### config.mk
export PLATFORM = sky130hd
export DESIGN_NAME = acc_classifier
export DESIGN_NICKNAME = d
export VERILOG_FILES = /design/src/rtl/acc_classifier.sv
export SDC_FILE = /design/constraint.sdc
export NUM_CORES = 1
export LEC_CHECK = 0
export ABC_AREA = 1
export BUFFER_PORTS_ARGS = -buffer_cell sky130_fd_sc_hd__buf_2
export CORE_AREA = 2 2 229 208
export DETAILED_ROUTE_END_ITERATION = 7
export DIE_AREA = 0 0 231 210
export MAX_ROUTING_LAYER = met4
export PLACE_DENSITY = 0.74
export SLEW_MARGIN = 10
export SYNTH_ARGS = -nofsm -noshare
export SYNTH_HDL_FRONTEND = slang
export SYNTH_SLANG_ARGS = --single-unit
### constraint.sdc
create_clock -name clk -period 12 [get_ports clk]
set_input_delay 1.8 -clock clk [delete_from_list [all_inputs] [get_ports clk]]
set_output_delay 1.8 -clock clk [all_outputs]
set_load 0.02 [all_outputs]
### src/rtl/acc_classifier.sv
// acc_classifier: ACC-instruction inference responder.
// Unpacks two 16-bit operand words into eight unsigned 4-bit features and
// scores them against NUM_CLASS linear weight vectors, one class per clock.
// The index of the highest score (ties go to the lower index) is returned on
// predict together with acc_done.
//
// Optional feature: define ACC_BIAS_EN to add a signed 8-bit per-class bias
// to every score. Without it the bias ports are ignored.
//
// Ports:
//   clk, rst_n          clock, asynchronous active-low reset
//   start_i             level, high while the CPU executes an ACC instruction
//   rm_i, rn_i          operand words (features f0..f3, f4..f7 by nibble)
//   w_we/w_addr/w_data  weight write, w_addr = class*8 + feature
//   b_we/b_addr/b_data  bias write (ACC_BIAS_EN only)
//   acc_done            result valid (high in DONE)
//   predict             winning class index, held until the next result
//   busy_o              inference in progress
module acc_classifier #(
    parameter int unsigned NUM_CLASS = 10
) (
    input  logic        clk,
    input  logic        rst_n,
    input  logic        start_i,
    input  logic [15:0] rm_i,
    input  logic [15:0] rn_i,
    input  logic        w_we,
    input  logic [6:0]  w_addr,
    input  logic [3:0]  w_data,
    input  logic        b_we,
    input  logic [3:0]  b_addr,
    input  logic [7:0]  b_data,
    output logic        acc_done,
    output logic [3:0]  predict,
    output logic        busy_o
);

    localparam int unsigned NUM_FEAT = 8;
    localparam int unsigned FEAT_W   = 4;
    localparam int unsigned WGT_W    = 4;
    localparam int unsigned PROD_W   = 9;
    localparam int unsigned ACC_W    = 12;
    localparam int unsigned IDX_W    = 4;
    localparam int unsigned ADDR_W   = 7;
    localparam int unsigned NUM_WGT  = NUM_CLASS * NUM_FEAT;

    localparam logic signed [ACC_W-1:0] SCORE_MIN = {1'b1, {(ACC_W-1){1'b0}}};

    typedef enum logic [1:0] {
        IDLE,
        BUSY,
        DONE
    } state_t;

    state_t state_q;
    state_t state_d;

    logic        [WGT_W-1:0]  weights [NUM_WGT];
    logic        [FEAT_W-1:0] feat_q  [NUM_FEAT];
    logic        [IDX_W-1:0]  cls_q;
    logic signed [ACC_W-1:0]  best_score;
    logic        [IDX_W-1:0]  best_idx;

    logic                     last_cls;
    logic                     wr_open;
    logic                     better;
    logic        [31:0]       operands;
    logic signed [ACC_W-1:0]  score;
    logic signed [PROD_W-1:0] fx;
    logic signed [PROD_W-1:0] wx;
    logic signed [PROD_W-1:0] prod;
    logic signed [WGT_W-1:0]  wsel;

    assign operands = {rn_i, rm_i};
    assign wr_open  = (state_q != BUSY);
    assign better   = (score > best_score);

    // Weight storage; writes are locked out while an inference is running.
    always_ff @(posedge clk or negedge rst_n) begin : weight_store
        if (!rst_n) begin
            for (int unsigned i = 0; i < NUM_WGT; i++) begin
                weights[i] <= '0;
            end
        end else if (wr_open && w_we && (w_addr < ADDR_W'(NUM_WGT))) begin
            weights[w_addr] <= w_data;
        end
    end

`ifdef ACC_BIAS_EN
    logic        [7:0] bias [NUM_CLASS];
    logic signed [7:0] bsel;

    // Per-class bias storage, same write lockout as the weights.
    always_ff @(posedge clk or negedge rst_n) begin : bias_store
        if (!rst_n) begin
            for (int unsigned i = 0; i < NUM_CLASS; i++) begin
                bias[i] <= '0;
            end
        end else if (wr_open && b_we && (b_addr < IDX_W'(NUM_CLASS))) begin
            bias[b_addr] <= b_data;
        end
    end

    assign bsel = bias[cls_q];
`else
    logic unused_bias;
    assign unused_bias = ^{b_we, b_addr, b_data};
`endif

    // 8-wide MAC for the class currently selected by cls_q.
    always_comb begin : class_score
        score = '0;
        fx    = '0;
        wx    = '0;
        prod  = '0;
        wsel  = '0;
        for (int unsigned k = 0; k < NUM_FEAT; k++) begin
            wsel  = weights[{cls_q, 3'(k)}];
            fx    = PROD_W'(feat_q[k]);
            wx    = PROD_W'(wsel);
            prod  = fx * wx;
            score = score + ACC_W'(prod);
        end
`ifdef ACC_BIAS_EN
        score = score + ACC_W'(bsel);
`endif
    end

    // Next-state logic.
    always_comb begin : next_state
        state_d  = state_q;
        last_cls = (cls_q == IDX_W'(NUM_CLASS - 1));
        unique case (state_q)
            IDLE:    if (start_i) state_d = BUSY;
            BUSY:    if (last_cls) state_d = DONE;
            DONE:    if (!start_i) state_d = IDLE;
            default: state_d = IDLE;
        endcase
    end

    // State register and state-derived status outputs.
    always_ff @(posedge clk or negedge rst_n) begin : state_reg
        if (!rst_n) begin
            state_q  <= IDLE;
            acc_done <= 1'b0;
            busy_o   <= 1'b0;
        end else begin
            state_q  <= state_d;
            acc_done <= (state_d == DONE);
            busy_o   <= (state_d == BUSY);
        end
    end

    // Operand capture, running argmax and result register.
    always_ff @(posedge clk or negedge rst_n) begin : datapath
        if (!rst_n) begin
            for (int unsigned k = 0; k < NUM_FEAT; k++) begin
                feat_q[k] <= '0;
            end
            cls_q      <= '0;
            best_score <= SCORE_MIN;
            best_idx   <= '0;
            predict    <= '0;
        end else begin
            unique case (state_q)
                IDLE: begin
                    if (start_i) begin
                        for (int unsigned k = 0; k < NUM_FEAT; k++) begin
                            feat_q[k] <= operands[k*FEAT_W +: FEAT_W];
                        end
                        cls_q      <= '0;
                        best_score <= SCORE_MIN;
                        best_idx   <= '0;
                    end
                end
                BUSY: begin
                    cls_q <= cls_q + IDX_W'(1);
                    if (better) begin
                        best_score <= score;
                        best_idx   <= cls_q;
                    end
                    // Last class: fold its comparison straight into the result.
                    if (last_cls) begin
                        predict <= better ? cls_q : best_idx;
                    end
                end
                DONE: begin
                end
                default: begin
                end
            endcase
        end
    end

endmodule

==> out/metrics.sh, run 1 <==
SYN_AVG_CELL_AREA_UM2=8.42
HTREE_NUM_LEVELS=2
NUM-NETS-FINAL=3034
OVERALL_ROUTING_RESOURCE_USAGE_PCT=26.8
FLOORPLAN.IO_PINS=66
LAYOUT.CELLS.MOST_COMMON='sky130_fd_sc_hd__nand2_1'
SETUP_VIOLATIONS=0
WORST_HOLD_SLACK_PS=476
UNREPAIRED_SETUP_ENDPOINTS_AFTER_GLOBAL_ROUTING='false'
ROUTED_VIA_DENSITY=5.54
VIOLATION_COUNT_AFTER_THE_FIRST_DETAILED_ROUTING_ITERATION=2035
CTS-BUFFERS-INSERTED=43
CORE_REGION_AREA_MM2=0.0462
CLOCK-ROOT-BUFFER='sky130_fd_sc_hd__clkbuf_16'
LAYOUT-DRIVE-GT1-SHARE_PCT=6.37
DATA_REQUIRED_CRITICAL_PATH_PS=12450
POST-DP-HPWL_UM=41400
TRITONCTS='built'
LAYOUT_COMMON_CELLS='715 x sky130_fd_sc_hd__nand2_1, 410 x sky130_fd_sc_hd__o21ai_0, 377 x sky130_fd_sc_hd__dfrtp_1'
DIE_H_UM=210
SYNTH_CELL_TYPE_COUNT=33
CTS_RESIZED=0
STARTPOINT_CLASS='flip-flop'
MAXSLEWVIOLCOUNT=0
YOSYS_WARNINGS=0
SEQ_AREA_FRAC_SYNTH_PCT=41.6
HOLD_FAILS_FINAL_RPT=0
BUFFER_PORTS.INSERTED=52
NUM_VIAS=18700
CRITICAL_PATH_CLASS='flip-flop to flip-flop'
ANTENNA_VIOLATIONS_BEFORE_REPAIR=0
FP-ROW-COUNT=75
HOLD_CLASS='flip-flop to flip-flop'
FINALWEIGHTEDCONGESTION=0.913
GRT_PASS1_WL_UM=99700
SYNTH_FP_NETS=3021
GRT_MAX_DEGREE=97
DRC=0
CRIT_PATH_FREQUENT_CELL='sky130_fd_sc_hd__fa_1'
HOLDBUFCOUNTCTS=0
MULTI_INPUT_COMB_AREA_MM2=0.0118
CAP_VIOL_MAX_COUNT=0
OUTCOME='finished, final reports clean'
DIE_W_UM=231
FINAL.FILL_COUNT=4131
TIGHTESTPINTRANSITION_PS=1340
TIMING.SLEW.HEADROOM_PCT=10.6
SKEW_PS=24.3
AVGROUTEDWIREPERCELL_UM=17.9
ROUTED_WIRELENGTH_UM=60600
REG_CLK_SLEW_REPORTED_PATHS_PS=60
CRITPATHCAPTURETYPE='flip-flop'
FIRST_GLOBAL_VIAS=19100
CLOCK.FMAX_GHz=0.0973
POSTSYNTHCELLCOUNT=2717
WORSTSKEWPAIRLATENCY_PS=570
CRIT_FANOUT=91
SYNTH_SEQ_CELLS=380
WORST_EP_ARRIVAL_TIME_PS=10730
TIMING.FINAL.CRIT_SHARE_PCT=85.7
POST-ROUTE-MIN-PERIOD_PS=10280
NUMBER_OF_BUFFERS_BETWEEN_CLOCK_ROOT_AND_THE_DEEPEST_SINK=3
CRITICAL_PATH.SLOWEST_CELL='sky130_fd_sc_hd__inv_4'
INSERTEDDIODECOUNT=0
SYN-CELL-AREA_MM2=0.0229
CTS_NUM_SINKS=380
TOTALNEGATIVESETUPSLACK_PS=0
SEQCELLAREA_MM2=0.00952
GLOBALROUTE.TOTALOVERFLOW=0
SLOWEST_DELAY_PS=730
DETAIL_ROUTE.FIRST_PASS.ITERATIONS=7
SYN2LAYOUT_AREA_GROWTH_PCT=10.0
ROUTE.ANTENNA.REMAINING_NETS=0
FP.DIEAREA_MM2=0.0485
CTS_SETUP_BUFFERS=0
START_UTIL_PCT=49.5
-- logic make-up after synthesis --
logic type | synth area share, %
AO/OA/AOI/OAI | 13.5
XOR/XNOR | 0.498
adder cells (fa/ha/maj) | 18.3
buffers and inverters | 7.10
flip-flops | 41.6
AND/OR/NAND/NOR | 19.0
-- state kept, by name, indices dropped and copies added, names as in the netlist --
name	flops
cls_q	4
weights	320
acc_done	1
busy_o	1
best_score	12
feat_q	32
state_q	2
best_idx	4
predict	4
-- layer usage --
layer  GRT usage [%]  share of wire [%]  up-vias
met3            4.49                7.6      160
met5               -                  0        -
met1            34.6                 42     9051
li1                -                  -     8731
met2            41.9                 46      775
met4            11.9                4.4        0
-- synth_stat cells, drive strengths merged --
library cell | count | area (um^2)
nand3 | 70 | 363
nor2 | 271 | 1020
clkbuf | 82 | 308
fa | 150 | 3000
nand3b | 2 | 15.0
nand2 | 717 | 2690
clkinv | 2 | 7.51
o22ai | 14 | 87.6
nand4 | 5 | 31.3
nand2b | 1 | 6.26
buf | 26 | 123
nor4 | 8 | 170
inv | 316 | 1190
xor2 | 8 | 70.1
ha | 94 | 1180
dfrtp | 379 | 9480
nor3 | 7 | 35.0
o211ai | 12 | 90.1
a21oi | 46 | 230
o221ai | 49 | 429
a21boi | 1 | 7.51
dfstp | 1 | 26.3
or2 | 2 | 12.5
a21o | 2 | 15.0
o21ai | 447 | 2240
xnor2 | 5 | 43.8
-- stage by stage --
step,instances,setup slack (ps),area (um^2),utilization [%]
detailed placement,3301,1840,23700,51.3
global route,3379,978,25200,54.5
CTS,3379,1780,25200,54.5
finish,3379,1720,25200,54.5
global placement,3301,1980,23700,51.3
floorplan,2717,3790,22900,-
-- worst paths after layout --
| kind | from | to | slack (ps) | depth (start not counted) |
|---|---|---|---|---|
| setup / recovery | cls_q[0] | best_score[3] | 1720 | 32 |
| min in group asynchronous | rst_n | feat_q[27] | 1220 | 1 |
| hold reg to reg | predict[2] | predict[2] | 480 | 2 |
| max in group asynchronous | rst_n | weights[247] | 8460 | 3 |
| hold / removal | predict[2] | predict[2] | 480 | 2 |
| setup reg to reg | cls_q[0] | best_score[3] | 1720 | 32 |
-- worst max-delay path, delay by kind of cell (launching register included) --
family	cells	cell delay, ps
compound gates	6	940
xor+xnor	1	160
fa+ha+maj	10	4810
buf+inv	7	1890
flops	1	690
simple gates	8	1590
-- final cells by class --
cell class / count / area share, %
multi-input combinational: 1911 / 46.8
clock inverter: 17 / 0.736
timing repair buffer: 76 / 1.79
tap: 616 / 3.06
inverter: 318 / 4.77
clock buffer: 61 / 5.07
sequential: 380 / 37.8
Power of run 1 is left out: the tool's default activity adds up to more than one toggle a clock period on the data nets, which glitch-free logic cannot reach.
==> run 2, diff against run 1 <==
==> constraint.sdc (replaced) <==
create_clock -name clk -period 12.92 [get_ports clk]
set_input_delay 1.938 -clock clk [delete_from_list [all_inputs] [get_ports clk]]
set_output_delay 1.938 -clock clk [all_outputs]
set_load 0.02 [all_outputs]
==> run 2 against run 1 <==
Clock skew decreased by 3.0 ps. Core utilization decreased by 0.15 points. Routed wire length decreased by 0.89%. Register-to-register slack improved by 600 ps. Final cell count decreased by 0.21%. Fmax decreased by 3.0%. Final area decreased by 0.28%. Sequential share of layout area increased by 0.11 points. Non-clock buffer count decreased by 1. Critical path type unchanged. Largest cell class unchanged.
==> out/metrics.sh, run 2 (synthesis gave the netlist of run 1 again) <==
OUTCOME='finished, final reports clean'
NUMBER_OF_BUFFERS_BETWEEN_CLOCK_ROOT_AND_THE_DEEPEST_SINK=3
CORE_REGION_AREA_MM2=0.0462
TIMING.FINAL.CRIT_SHARE_PCT=82.1
MIN_TO='best_idx[0]'
HTREE_NUM_LEVELS=2
NUM_VIAS=18600
WORST_EP_ARRIVAL_TIME_PS=11130
MET3_WIRELENGTH_UM=4360
VIOLATION_COUNT_AFTER_THE_FIRST_DETAILED_ROUTING_ITERATION=1868
DRC=0
LAYOUT_COMMON_CELLS='715 x sky130_fd_sc_hd__nand2_1, 410 x sky130_fd_sc_hd__o21ai_0, 377 x sky130_fd_sc_hd__dfrtp_1'
TIMING.REG2REG.WORST_PATH_DEPTH=40
FINAL.FILL_COUNT=4116
AVGROUTEDWIREPERCELL_UM=17.8
POST-DP-HPWL_UM=40700
HOLDBUFCOUNTCTS=0
TOTALNEGATIVESETUPSLACK_PS=0
DIE_W_UM=231
HOLD_CLASS='flip-flop to flip-flop'
CRIT_PATH_FREQUENT_CELL='sky130_fd_sc_hd__nand2_1'
LAYOUT.CELLS.MOST_COMMON='sky130_fd_sc_hd__nand2_1'
UNREPAIRED_SETUP_ENDPOINTS_AFTER_GLOBAL_ROUTING='false'
TRITONCTS='built'
REG2REG_SETUP_SLACK_PS=2320
HP-START='best_idx[0]'
ROUTED_VIA_DENSITY=5.52
BUFFER_PORTS.INSERTED=52
DIE_H_UM=210
CTS_NUM_SINKS=380
FIN_UTIL_PCT=54.3
CTS_RESIZED=0
LAYOUT-DRIVE-GT1-SHARE_PCT=6.17
LAYOUT_SETUP_WS_PS=2320
MIN_DELAY_PATH_DEPTH=2
FINALWEIGHTEDCONGESTION=0.924
SKEW_PS=21.3
FP.DIEAREA_MM2=0.0485
TIGHTESTPINTRANSITION_PS=1280
START_UTIL_PCT=49.5
CRITPATHCAPTURETYPE='flip-flop'
REGISTERS.TOP_BY_FF_COUNT='weights'
TIMING.RR.END='best_score[8]'
SYN2LAYOUT_AREA_GROWTH_PCT=9.71
DETAIL_ROUTE.FIRST_PASS.ITERATIONS=6
FP-ROW-COUNT=75
DP_WORST_SETUP_SLACK_PS=2460
DATA_REQUIRED_CRITICAL_PATH_PS=13440
TIMING.SLEW.HEADROOM_PCT=14.3
ANTENNA_VIOLATIONS_BEFORE_REPAIR=0
MAXSLEWVIOLCOUNT=0
NUM-NETS-FINAL=3032
WORSTSKEWPAIRLATENCY_PS=600
OVERALL_ROUTING_RESOURCE_USAGE_PCT=26.7
ROUTED-WL-MET2_UM=28100
GRT_MAX_DEGREE=100
LARGEST_REGISTERS='weights: 320 flops, feat_q: 32 flops, best_score: 12 flops'
CTS-BUFFERS-INSERTED=42
GRT_PASS1_WL_UM=99300
CRIT_FANOUT=96
CAP_VIOL_MAX_COUNT=0
ROUTE.ANTENNA.REMAINING_NETS=0
MET1WIRELENGTH_UM=25300
POST-ROUTE-MIN-PERIOD_PS=10600
INSERTEDDIODECOUNT=0
SLOWEST_DELAY_PS=770
FIRST_GLOBAL_VIAS=18800
R2R-START='cls_q[0]'
ROUTED_WIRELENGTH_UM=60000
CLOCK.FMAX_GHz=0.0943
LARGEST_REGISTER_FF_COUNT=320
SETUP_VIOLATIONS=0
DR.MAX_LAYER_USED='met4'
HOLD_FAILS_FINAL_RPT=0
CTS_SETUP_BUFFERS=0
CRITICAL_PATH_CLASS='flip-flop to flip-flop'
CRITICAL_PATH.SLOWEST_CELL='sky130_fd_sc_hd__inv_4'
GLOBALROUTE.TOTALOVERFLOW=0
FLOORPLAN.IO_PINS=66
REG_CLK_SLEW_REPORTED_PATHS_PS=60
CLOCK-ROOT-BUFFER='sky130_fd_sc_hd__clkbuf_16'
STARTPOINT_CLASS='flip-flop'
## run 2: critical path: cells and delay by family (launching register included)
| family | cells | cell delay [ps] |
|---|---|---|
| DFF | 1 | 680 |
| AOI/OAI and AO/OA | 3 | 720 |
| and+or+nand+nor | 17 | 1990 |
| adders and majority gates | 10 | 4580 |
| buffers and inverters | 10 | 2410 |
## run 2: metrics by stage
stage / area [um^2] / std cells / hold WS [ps]
6_report: 25100 / 3372 / 477
3_5_place_dp: 23700 / 3300 / 466
3_3_place_gp: 23700 / 3300 / 460
4_1_cts: 25100 / 3372 / 483
5_1_grt: 25100 / 3372 / 498
2_1_floorplan: 22900 / 2717 / 445
## run 2: how the worst max path moves through the flow
stage,startpoint,to,slack [ps],cells past startpoint
CTS,cls_q[0],best_score[2],2420,40
detailed placement,cls_q[0],best_score[2],2460,40
global route,cls_q[0],best_score[2],1610,34
finish,cls_q[0],best_score[8],2320,40
floorplan,cls_q[0],best_score[10],4710,39
global placement,cls_q[0],best_score[8],2590,40
## run 2: area by class of cell
| type | count | area [um^2] | area share [%] |
|---|---|---|---|
| Multi-Input combinational cell | 1911 | 11800 | 46.9 |
| Clock inverter | 18 | 231 | 0.923 |
| Timing Repair Buffer | 75 | 443 | 1.77 |
| Inverter | 318 | 1200 | 4.79 |
| Clock buffer | 54 | 1170 | 4.65 |
| Tap cell | 616 | 771 | 3.07 |
| Sequential cell | 380 | 9520 | 37.9 |
## run 2: routing by layer
| layer | GRT usage, % | up-vias |
|---|---|---|
| li1 | - | 8727 |
| met1 | 34.9 | 9095 |
| met2 | 41.4 | 659 |
| met3 | 4.80 | 142 |
| met4 | 10.8 | 0 |
| met5 | - | - |
Power of run 2 is left out for the same reason.
